<file path="src/rtl/storage_pkg.sv">
// storage_pkg: shared types for the storage request scheduler.
// Holds the slot count, FSM state encoding, reject codes, request op encoding,
// the queued request record {op, loc}, and a one-hot check on a 7-bit location.
package storage_pkg;

    localparam int NSLOT = 7;

    typedef enum logic [2:0] {
        S_IDLE,
        S_CHECK,
        S_WAIT_START,
        S_RUN,
        S_DONE,
        S_FAULT
    } state_e;

    typedef enum logic [1:0] {
        REJ_NONE  = 2'd0,
        REJ_LOC   = 2'd1,
        REJ_OCC   = 2'd2,
        REJ_EMPTY = 2'd3
    } rej_e;

    localparam logic OP_SAVE  = 1'b0;
    localparam logic OP_FETCH = 1'b1;

    typedef struct packed {
        logic             op;
        logic [NSLOT-1:0] loc;
    } req_t;

    // True when exactly one bit of the location is set.
    function automatic logic onehot7(input logic [NSLOT-1:0] v);
        return (v != '0) && ((v & (v - 7'd1)) == '0);
    endfunction

endpackage

</file>
<file path="src/rtl/sched_req_fifo.sv">
// sched_req_fifo: request queue feeding the scheduler FSM.
// Ports:
//   clk, rst_n   clock, asynchronous active-low reset
//   push_i       write data_i this cycle
//   pop_i        consume the head this cycle (ignored when empty)
//   data_i       entry to write
//   data_o       current head entry
//   count_o      entries held
//   full_o       count_o == DEPTH
//   empty_o      count_o == 0
// A push into a full queue is accepted when a pop happens in the same cycle.
module sched_req_fifo #(
    parameter  int DEPTH = 4,
    parameter  int W     = 8,
    localparam int AW    = $clog2(DEPTH)
) (
    input  logic          clk,
    input  logic          rst_n,
    input  logic          push_i,
    input  logic          pop_i,
    input  logic [W-1:0]  data_i,
    output logic [W-1:0]  data_o,
    output logic [AW:0]   count_o,
    output logic          full_o,
    output logic          empty_o
);

    localparam logic [AW:0] CNT_FULL = (AW+1)'(DEPTH);

    logic [W-1:0]  mem_q [DEPTH];
    logic [AW-1:0] wr_q, rd_q;
    logic [AW:0]   cnt_q;
    logic          do_push, do_pop;

    assign do_pop  = pop_i && (cnt_q != '0);
    assign do_push = push_i && ((cnt_q != CNT_FULL) || do_pop);

    always_ff @(posedge clk)
        if (do_push) mem_q[wr_q] <= data_i;

    always_ff @(posedge clk or negedge rst_n)
        if (!rst_n) begin
            wr_q  <= '0;
            rd_q  <= '0;
            cnt_q <= '0;
        end else begin
            if (do_push) wr_q <= wr_q + AW'(1);
            if (do_pop) rd_q <= rd_q + AW'(1);
            cnt_q <= cnt_q + (AW+1)'(do_push) - (AW+1)'(do_pop);
        end

    assign data_o  = mem_q[rd_q];
    assign count_o = cnt_q;
    assign full_o  = cnt_q == CNT_FULL;
    assign empty_o = cnt_q == '0;

endmodule

</file>
<file path="src/rtl/storage_request_scheduler.sv">
// storage_request_scheduler: queues save/fetch key requests and issues them one
// at a time to the motion sequencer, rejecting invalid ones and latching a fault
// when the sequencer handshake stalls.
// Ports:
//   clk, rst_n          24 MHz clock, asynchronous active-low reset
//   save_req_i          1-cycle store request pulse
//   fetch_req_i         1-cycle retrieve request pulse
//   location_i          one-hot target slot, sampled with the request
//   occupy_en_i         sequencer busy
//   accomplish_en_i     sequencer done pulse
//   clear_fault_i       leave FAULT
//   cmd_save_en_o       store command level
//   cmd_fetch_en_o      fetch command level
//   cmd_location_o      slot of the active command, 0 when idle
//   done_pulse_o        1 cycle after a completed command
//   reject_pulse_o      1 cycle when a popped request is refused
//   reject_code_o       last reject reason, held
//   drop_pulse_o        1 cycle when a request was lost
//   occupancy_o         bit i = slot i holds an item
//   queue_count_o       requests waiting
//   fault_o             handshake timeout latched
module storage_request_scheduler
    import storage_pkg::*;
#(
    parameter int          FIFO_DEPTH = 4,
    parameter int unsigned START_TMO  = 24_000,
    parameter int unsigned RUN_TMO    = 480_000_000
) (
    input  logic                         clk,
    input  logic                         rst_n,
    input  logic                         save_req_i,
    input  logic                         fetch_req_i,
    input  logic [NSLOT-1:0]             location_i,
    input  logic                         occupy_en_i,
    input  logic                         accomplish_en_i,
    input  logic                         clear_fault_i,
    output logic                         cmd_save_en_o,
    output logic                         cmd_fetch_en_o,
    output logic [NSLOT-1:0]             cmd_location_o,
    output logic                         done_pulse_o,
    output logic                         reject_pulse_o,
    output logic [1:0]                   reject_code_o,
    output logic                         drop_pulse_o,
    output logic [NSLOT-1:0]             occupancy_o,
    output logic [$clog2(FIFO_DEPTH):0]  queue_count_o,
    output logic                         fault_o
);

    // Last cycle index the timer may reach in a state before timing out.
    localparam logic [31:0] START_LIM = START_TMO - 1;
    localparam logic [31:0] RUN_LIM   = RUN_TMO - 1;

    state_e           state_q, state_d;
    req_t             cmd_q, cmd_d;
    logic [NSLOT-1:0] occ_q, occ_d;
    logic [31:0]      tmr_q, tmr_d;
    logic             rej_pulse_q, rej_pulse_d;
    logic [1:0]       rej_code_q, rej_code_d;
    logic             drop_q, drop_d;
    rej_e             rej_c;
    req_t             push_req, head;
    logic             push, pop, full, empty, cmd_active;

    // Simultaneous save and fetch keep the save; the fetch is counted as a drop.
    assign push     = save_req_i | fetch_req_i;
    assign push_req = '{op: save_req_i ? OP_SAVE : OP_FETCH, loc: location_i};
    assign pop      = (state_q == S_IDLE) && !empty;
    assign drop_d   = (save_req_i & fetch_req_i) | (push & full & ~pop);

    sched_req_fifo #(
        .DEPTH (FIFO_DEPTH),
        .W     ($bits(req_t))
    ) u_fifo (
        .clk     (clk),
        .rst_n   (rst_n),
        .push_i  (push),
        .pop_i   (pop),
        .data_i  (push_req),
        .data_o  (head),
        .count_o (queue_count_o),
        .full_o  (full),
        .empty_o (empty)
    );

    // Occupancy is judged when the request reaches CHECK, not when it was queued.
    assign rej_c = !onehot7(cmd_q.loc)                                   ? REJ_LOC   :
                   (cmd_q.op == OP_SAVE) && ((occ_q & cmd_q.loc) != '0)  ? REJ_OCC   :
                   (cmd_q.op == OP_FETCH) && ((occ_q & cmd_q.loc) == '0) ? REJ_EMPTY :
                                                                          REJ_NONE;

    always_comb begin
        state_d     = state_q;
        cmd_d       = cmd_q;
        occ_d       = occ_q;
        rej_pulse_d = 1'b0;
        rej_code_d  = rej_code_q;
        case (state_q)
            S_IDLE: begin
                if (!empty) begin
                    cmd_d   = head;
                    state_d = S_CHECK;
                end
            end
            S_CHECK: begin
                if (rej_c != REJ_NONE) begin
                    rej_pulse_d = 1'b1;
                    rej_code_d  = rej_c;
                    state_d     = S_IDLE;
                end else begin
                    state_d = S_WAIT_START;
                end
            end
            S_WAIT_START: begin
                if (occupy_en_i) state_d = S_RUN;
                else if (tmr_q >= START_LIM) state_d = S_FAULT;
            end
            S_RUN: begin
                if (accomplish_en_i) begin
                    occ_d   = (cmd_q.op == OP_SAVE) ? (occ_q | cmd_q.loc) : (occ_q & ~cmd_q.loc);
                    state_d = S_DONE;
                end else if (tmr_q >= RUN_LIM) begin
                    state_d = S_FAULT;
                end
            end
            S_DONE:  state_d = S_IDLE;
            S_FAULT: if (clear_fault_i) state_d = S_IDLE;
            default: state_d = S_IDLE;
        endcase
        // Timer restarts on every state change and only runs while waiting on the sequencer.
        tmr_d = (state_d != state_q) ? '0 :
                ((state_q == S_WAIT_START) || (state_q == S_RUN)) ? tmr_q + 32'd1 : '0;
    end

    always_ff @(posedge clk or negedge rst_n)
        if (!rst_n) begin
            state_q     <= S_IDLE;
            cmd_q       <= '0;
            occ_q       <= '0;
            tmr_q       <= '0;
            rej_pulse_q <= 1'b0;
            rej_code_q  <= 2'd0;
            drop_q      <= 1'b0;
        end else begin
            state_q     <= state_d;
            cmd_q       <= cmd_d;
            occ_q       <= occ_d;
            tmr_q       <= tmr_d;
            rej_pulse_q <= rej_pulse_d;
            rej_code_q  <= rej_code_d;
            drop_q      <= drop_d;
        end

    // Command outputs decode straight from the state so reset clears them at once.
    assign cmd_active     = (state_q == S_WAIT_START) || (state_q == S_RUN);
    assign cmd_save_en_o  = cmd_active && (cmd_q.op == OP_SAVE);
    assign cmd_fetch_en_o = cmd_active && (cmd_q.op == OP_FETCH);
    assign cmd_location_o = cmd_active ? cmd_q.loc : '0;
    assign done_pulse_o   = state_q == S_DONE;
    assign fault_o        = state_q == S_FAULT;
    assign reject_pulse_o = rej_pulse_q;
    assign reject_code_o  = rej_code_q;
    assign drop_pulse_o   = drop_q;
    assign occupancy_o    = occ_q;

endmodule

</file>
<file path="config.mk">
export PLATFORM = sky130hd
export DESIGN_NAME = storage_request_scheduler
export DESIGN_NICKNAME = d
export VERILOG_FILES = /design/src/rtl/storage_pkg.sv /design/src/rtl/sched_req_fifo.sv /design/src/rtl/storage_request_scheduler.sv
export SDC_FILE = /design/constraint.sdc
export NUM_CORES = 1
export LEC_CHECK = 0
export BUFFER_PORTS_ARGS = -buffer_cell sky130_fd_sc_hd__clkbuf_2
export CAP_MARGIN = 25
export CELL_PAD_IN_SITES_DETAIL_PLACEMENT = 1
export CELL_PAD_IN_SITES_GLOBAL_PLACEMENT = 1
export CORE_MARGIN = 2
export CORE_UTILIZATION = 45
export DETAILED_ROUTE_END_ITERATION = 12
export HOLD_SLACK_MARGIN = 0.12
export MAX_ROUTING_LAYER = met4
export PLACE_DENSITY_LB_ADDON = 0.1
export REMOVE_ABC_BUFFERS = 1
export SLEW_MARGIN = 25
export SYNTH_ARGS = -nofsm -noshare
export SYNTH_HDL_FRONTEND = slang
export SYNTH_SLANG_ARGS = --single-unit
</file>
<file path="constraint.sdc">
create_clock -name clk -period 3.5 [get_ports clk]
set_input_delay 0.175 -clock clk [delete_from_list [all_inputs] [get_ports clk]]
set_output_delay 0.175 -clock clk [all_outputs]
set_load 0.03 [all_outputs]
</file>
==> qor.yml, run 1 <==
drive_gt1_frac: 0.238
numCtsBuffers: 9
p_clk_frac: 0.190
nNetsFinal: 442
wirelength_um: 9790
postCtsSetupBuffers: 0
drt_drc_violations_left: 0
cts_resized: 0
avgSynthCellArea_um2: 12.2
slew_headroom: 0.433
switchingPower_mw: 1.40
antenna_left: 0
dp.cells: 531
crit_path_end_kind: "register"
cp-startpoint: "tmr_q[0]"
grt_usage: 0.199
ff2ff_path_depth: 8
die-height_um: 104
max_freq_mhz: 333
grt_start_max_net_pins: 33
worstPathRequired_ns: 3.73
cts_tree: "done"
via_per_inst: 5.47
drt_pass1_iterations: 4
clk_path_buf_depth: 2
internal_power_mw: 2.22
dieWidth_um: 104
path_class: "reg -> reg"
pwr-share-comb: 0.340
core_area_um2: 9730
rrSetupSlack_ns: 0.50
path_max_fanout: 17
worstSkewPairLatency_ns: 0.37
p_seq_frac: 0.469
setup_tns_ns: 0
port-buffer-count: 38
pre_cts_ws_ns: 0.529
grt-ovfl-total: 0
area_delta_synth_final_pct: 14.6
min_period_ns: 3.00
wire_per_inst_um: 17.6
ys_types: 54
synth_cells: 367
antenna_cells: 0
drv_slew: 0
hold_viol: 0
vias: 3045
ir_worst_vdd_uv: 498
root_buffer: "clkbuf_8"
antenna_found_initial: 0
drt_iter0_drc: 90
grt_pass1_wl_um: 16600
hold_class: "in -> reg"
reg2reg_from: "tmr_q[0]"
synthArstFlopShare: 0.656
power_mw: 3.62
synth_edf_count: 32
ys_seq_area_frac: 0.555
yosysWarnings: 0
leakage_nw: 1.99
setup_slack_ns: 0.500
cp-start-kind: "register"
switching_share: 0.386
clk_pin_slew_ns: 0.09
rsz0062_at_grt: "no"
setup_violations: 0
dominantRegCellSynth: "dfrtp_1"
synth_area_um2: 4490
r2r_end: "tmr_q[4]"
rows: 36
crit_end: "tmr_q[4]"
pwr_density_cell_nw_per_um2: 704
gp_congestion: 0.786
die-area_um2: 10800
htreeDepth: 3
clock-skew-final_ns: 0.00992
first_global_vias: 3118
fin_crit_sh: 0.857
pin_count: 39
clock_sinks: 93
maxCapViolCount: 0
worst_slew_pin_slew_ns: 0.843
start_util: 0.461
arrival_ns: 3.23
yosys_register_bits: 93
instances_no_fill: 557
status: "complete, no violations"
dp_hpwl_um: 6940
[flip-flops by register name (all words and copies together) (netlist names), named ones only]
register and flops:
cmd_q 8, drop_pulse_o 1, reject_code_o 2, u_fifo.wr_q 2, reject_pulse_o 1, u_fifo.mem_q 32, tmr_q 32, u_fifo.count_o 3
u_fifo.rd_q 2, state_q 3
[worst min-delay path by stage]
stage                start  depth (start not counted)  slack (ns)                         end
6_report       occupy_en_i                          4        0.14                  state_q[2]
5_1_grt        occupy_en_i                          4        0.15                  state_q[2]
4_1_cts        occupy_en_i                          4        0.13                  state_q[2]
3_5_place_dp         rst_n                          1        0.31                   tmr_q[24]
3_3_place_gp         rst_n                          1        0.30                   tmr_q[24]
2_1_floorplan        rst_n                          0       -0.12  asynchronous set/reset pin
[critical path: stages (launching register included)]
cell and delay [ns]:
dfrtp_1 0.43, ha_1 0.22, nand3_1 0.15, or4_1 0.57, a2111oi_0 0.58, or3_1 0.20
o31a_2 0.42, buf_12 0.22, nor3_1 0.07
[synthesized netlist by cell type (9+ instances only)]
cell	count	area share
dfrtp_1	61	0.34
edfxtp_1	32	0.21
nand2_1	30	0.025
nor3_1	24	0.027
xnor2_1	18	0.035
nand3_1	17	0.019
o21ai_0	15	0.017
nor2_1	14	0.012
nor4_2	14	0.039
xor2_1	14	0.027
inv_1	13	0.011
and2_1	12	0.017
clkbuf_1	9	0.0075
[area by class of cell]
cell class                      count  area (um2)
Inverter                           13        48.8
Tap cell                          133         166
Timing Repair Buffer               56         363
Clock inverter                      7        62.6
Clock buffer                        9         124
Fill cell                        1065        4590
Multi-Input combinational cell    246        1890
Sequential cell                    93        2490
[power by group through the flow]
stage	Combinational (mW)	Clock (mW)	Sequential, mW
after floorplan	0.747	0	1.78
after global placement	1.18	0	1.71
after detailed placement	1.24	0	1.73
after CTS	1.25	0.709	1.71
after global routing	1.36	0.758	1.75
final	1.23	0.689	1.70
[layer usage]
layer,vias to the layer above,share of wire,GRT usage
li1,1432,-,-
met1,1556,0.48,0.269
met2,49,0.48,0.309
met3,8,0.034,0.0403
met4,0,0.0091,0.0550
met5,-,0,-
[through the flow]
stage | hold WS (ns) | util | instance area, um2
finish | 0.138 | 0.528 | 5140
global route | 0.152 | 0.528 | 5140
CTS | 0.127 | 0.528 | 5140
detailed placement | 0.309 | 0.499 | 4850
global placement | 0.302 | 0.499 | 4850
floorplan | -0.121 | - | 4410
[cells in the final DEF, fill, tap and decap left out, types with 3 or more instances in the layout]
cell type,instances
dlygate4sd3_1,10
nand2_1,30
and3_1,4
nor3b_1,6
clkbuf_8,9
or3_1,3
xnor2_1,18
inv_1,13
xor2_1,14
nor4_1,3
nor3_1,24
nand4_1,6
clkbuf_2,38
nor2_1,14
nand3_1,17
buf_4,7
ha_1,8
conb_1,3
mux2_2,8
and2_1,12
nor4_2,14
edfxtp_1,32
dfrtp_1,61
o21ai_0,15
mux4_2,8
[cell families after synthesis]
| kind of cell | Yosys count | synth area share |
|---|---|---|
| buffers and inverters | 30 | 0.0296 |
| other | 1 | 0.000836 |
| muxes | 16 | 0.0603 |
| and+or+nand+nor | 147 | 0.197 |
| DFF | 93 | 0.555 |
| xor gates and xnor gates | 32 | 0.0625 |
| adders and majority gates | 10 | 0.0290 |
| AOI/OAI and AO/OA | 38 | 0.0658 |
[what timing repair did]
action                                 4_1_cts  5_1_grt
endpoints found under the hold margin       59        0
hold buffers                                10        0
setup endpoints to repair                    0        0
(Power assumes the default switching activity.)
==> inputs of run 2 (changes only) <==
CORE_ASPECT_RATIO = 2   (was default)
==> run 2 against run 1 <==
Against the previous run:
- combinational power is 4% higher
- fmax up 4.2%
- first-iteration DRC count increased by 71%
- sequential cell count did not move
- cell area up 2.4%
- routed wire length up 8.1%
- utilization grew 1.4 points
- sequential power is essentially flat
- critical path depth unchanged
- via count increased by 1.4%
- clock skew down 0.0053 ns
- global-route usage increased by 2.0 points
- critical path type unchanged
- largest power group unchanged
==> qor.yml, run 2 (same netlist as run 1, synthesis figures left out) <==
final_cell_mix: "dfrtp_1, clkbuf_2, edfxtp_1"
path_max_fanout: 29
min_period_ns: 2.88
die-area_um2: 10800
slew_headroom: 0.442
path_class: "reg -> reg"
nNetsFinal: 444
ir_worst_vdd_uv: 540
wire_per_inst_um: 19.0
htreeDepth: 3
hold_viol: 0
drt_pass1_iterations: 4
antenna_found_initial: 0
numCtsBuffers: 9
die-height_um: 145
layout_commonest_cell: "dfrtp_1"
worstPathRequired_ns: 3.69
start_util: 0.462
clk_pin_slew_ns: 0.07
dp_hpwl_um: 7870
drt_drc_violations_left: 0
cts_tree: "done"
cts_hold_buf: 10
grt_start_max_net_pins: 30
grt_usage: 0.219
grt_pass1_wl_um: 17300
drive_gt1_frac: 0.242
hold_class: "in -> reg"
pin_count: 39
gp_congestion: 0.853
pwr_density_cell_nw_per_um2: 744
core_area_um2: 9700
via_per_inst: 5.53
clock_sinks: 93
maxCapViolCount: 0
root_buffer: "clkbuf_16"
rows: 51
largestRegisters: "tmr_q (32), u_fifo.mem_q (32), cmd_q (8)"
first_global_vias: 3418
setup_tns_ns: 0
wirelength_um: 10600
grt-ovfl-total: 0
vias: 3088
timing.hold.ws_ns: 0.184
arrival_ns: 3.07
crit_path_end_kind: "register"
worst_slew_pin_slew_ns: 0.830
clock-skew-final_ns: 0.00462
port-buffer-count: 38
cp-start-kind: "register"
status: "complete, no violations"
clk_path_buf_depth: 2
cts_resized: 0
power_mw: 3.91
antenna_left: 0
fin_crit_sh: 0.822
worstSkewPairLatency_ns: 0.34
area_delta_synth_final_pct: 17.3
rsz0062_at_grt: "no"
antenna_cells: 0
leakage_nw: 2.04
setup_violations: 0
postCtsSetupBuffers: 0
dieWidth_um: 74.6
max_freq_mhz: 347
drv_slew: 0
drt_iter0_drc: 154
run 2: final timing paths:
check	to	depth (start not counted)	slack (ns)	from
setup reg to reg	tmr_q[6]	8	0.62	tmr_q[0]
hold / removal	u_fifo.mem_q[3][7]	2	0.18	save_req_i
max in group asynchronous	asynchronous set/reset pin	3	2.44	rst_n
hold reg to reg	tmr_q[0]	1	0.52	tmr_q[0]
setup / recovery	tmr_q[6]	8	0.62	tmr_q[0]
min in group asynchronous	tmr_q[15]	2	0.34	rst_n
run 2: worst max-delay path, cell delays in order (launching register included):
cell and delay, ns:
dfrtp_1 0.42, ha_1 0.22, nand3_1 0.16, or4_1 0.58
a2111oi_0 0.65, or3_1 0.22, o31a_2 0.18, buf_12 0.22
nor3_1 0.09
run 2: where the power goes:
group          switching, mW  total, mW  internal (mW)
registers              0.277       1.70           1.42
logic                  0.731       1.28          0.544
clock network          0.444      0.943          0.499
total                   1.45       3.91           2.46
run 2: final cells by class:
| type | count | area (um2) |
|---|---|---|
| inverters | 13 | 48.8 |
| clock buffers | 9 | 225 |
| clock inverters | 7 | 70.1 |
| flip-flops and latches | 93 | 2490 |
| well taps | 132 | 165 |
| fillers | 1029 | 4440 |
| multi-input cells | 246 | 1890 |
| repair buffers | 58 | 378 |
run 2: metal layers:
layer,global-route usage,routed length (um)
met1,0.221,3660
met2,0.401,6430
met3,0.0368,237
met4,0.0830,255
met5,-,0
run 2: metrics by stage:
stage               instances  area [um2]  setup WS (ns)  utilization
global route              558        5260          0.499        0.543
detailed placement        532        4870          0.713        0.502
finish                    558        5260          0.621        0.543
global placement          532        4870          0.775        0.502
CTS                       558        5260          0.622        0.543
floorplan                 352        4410          0.145            -
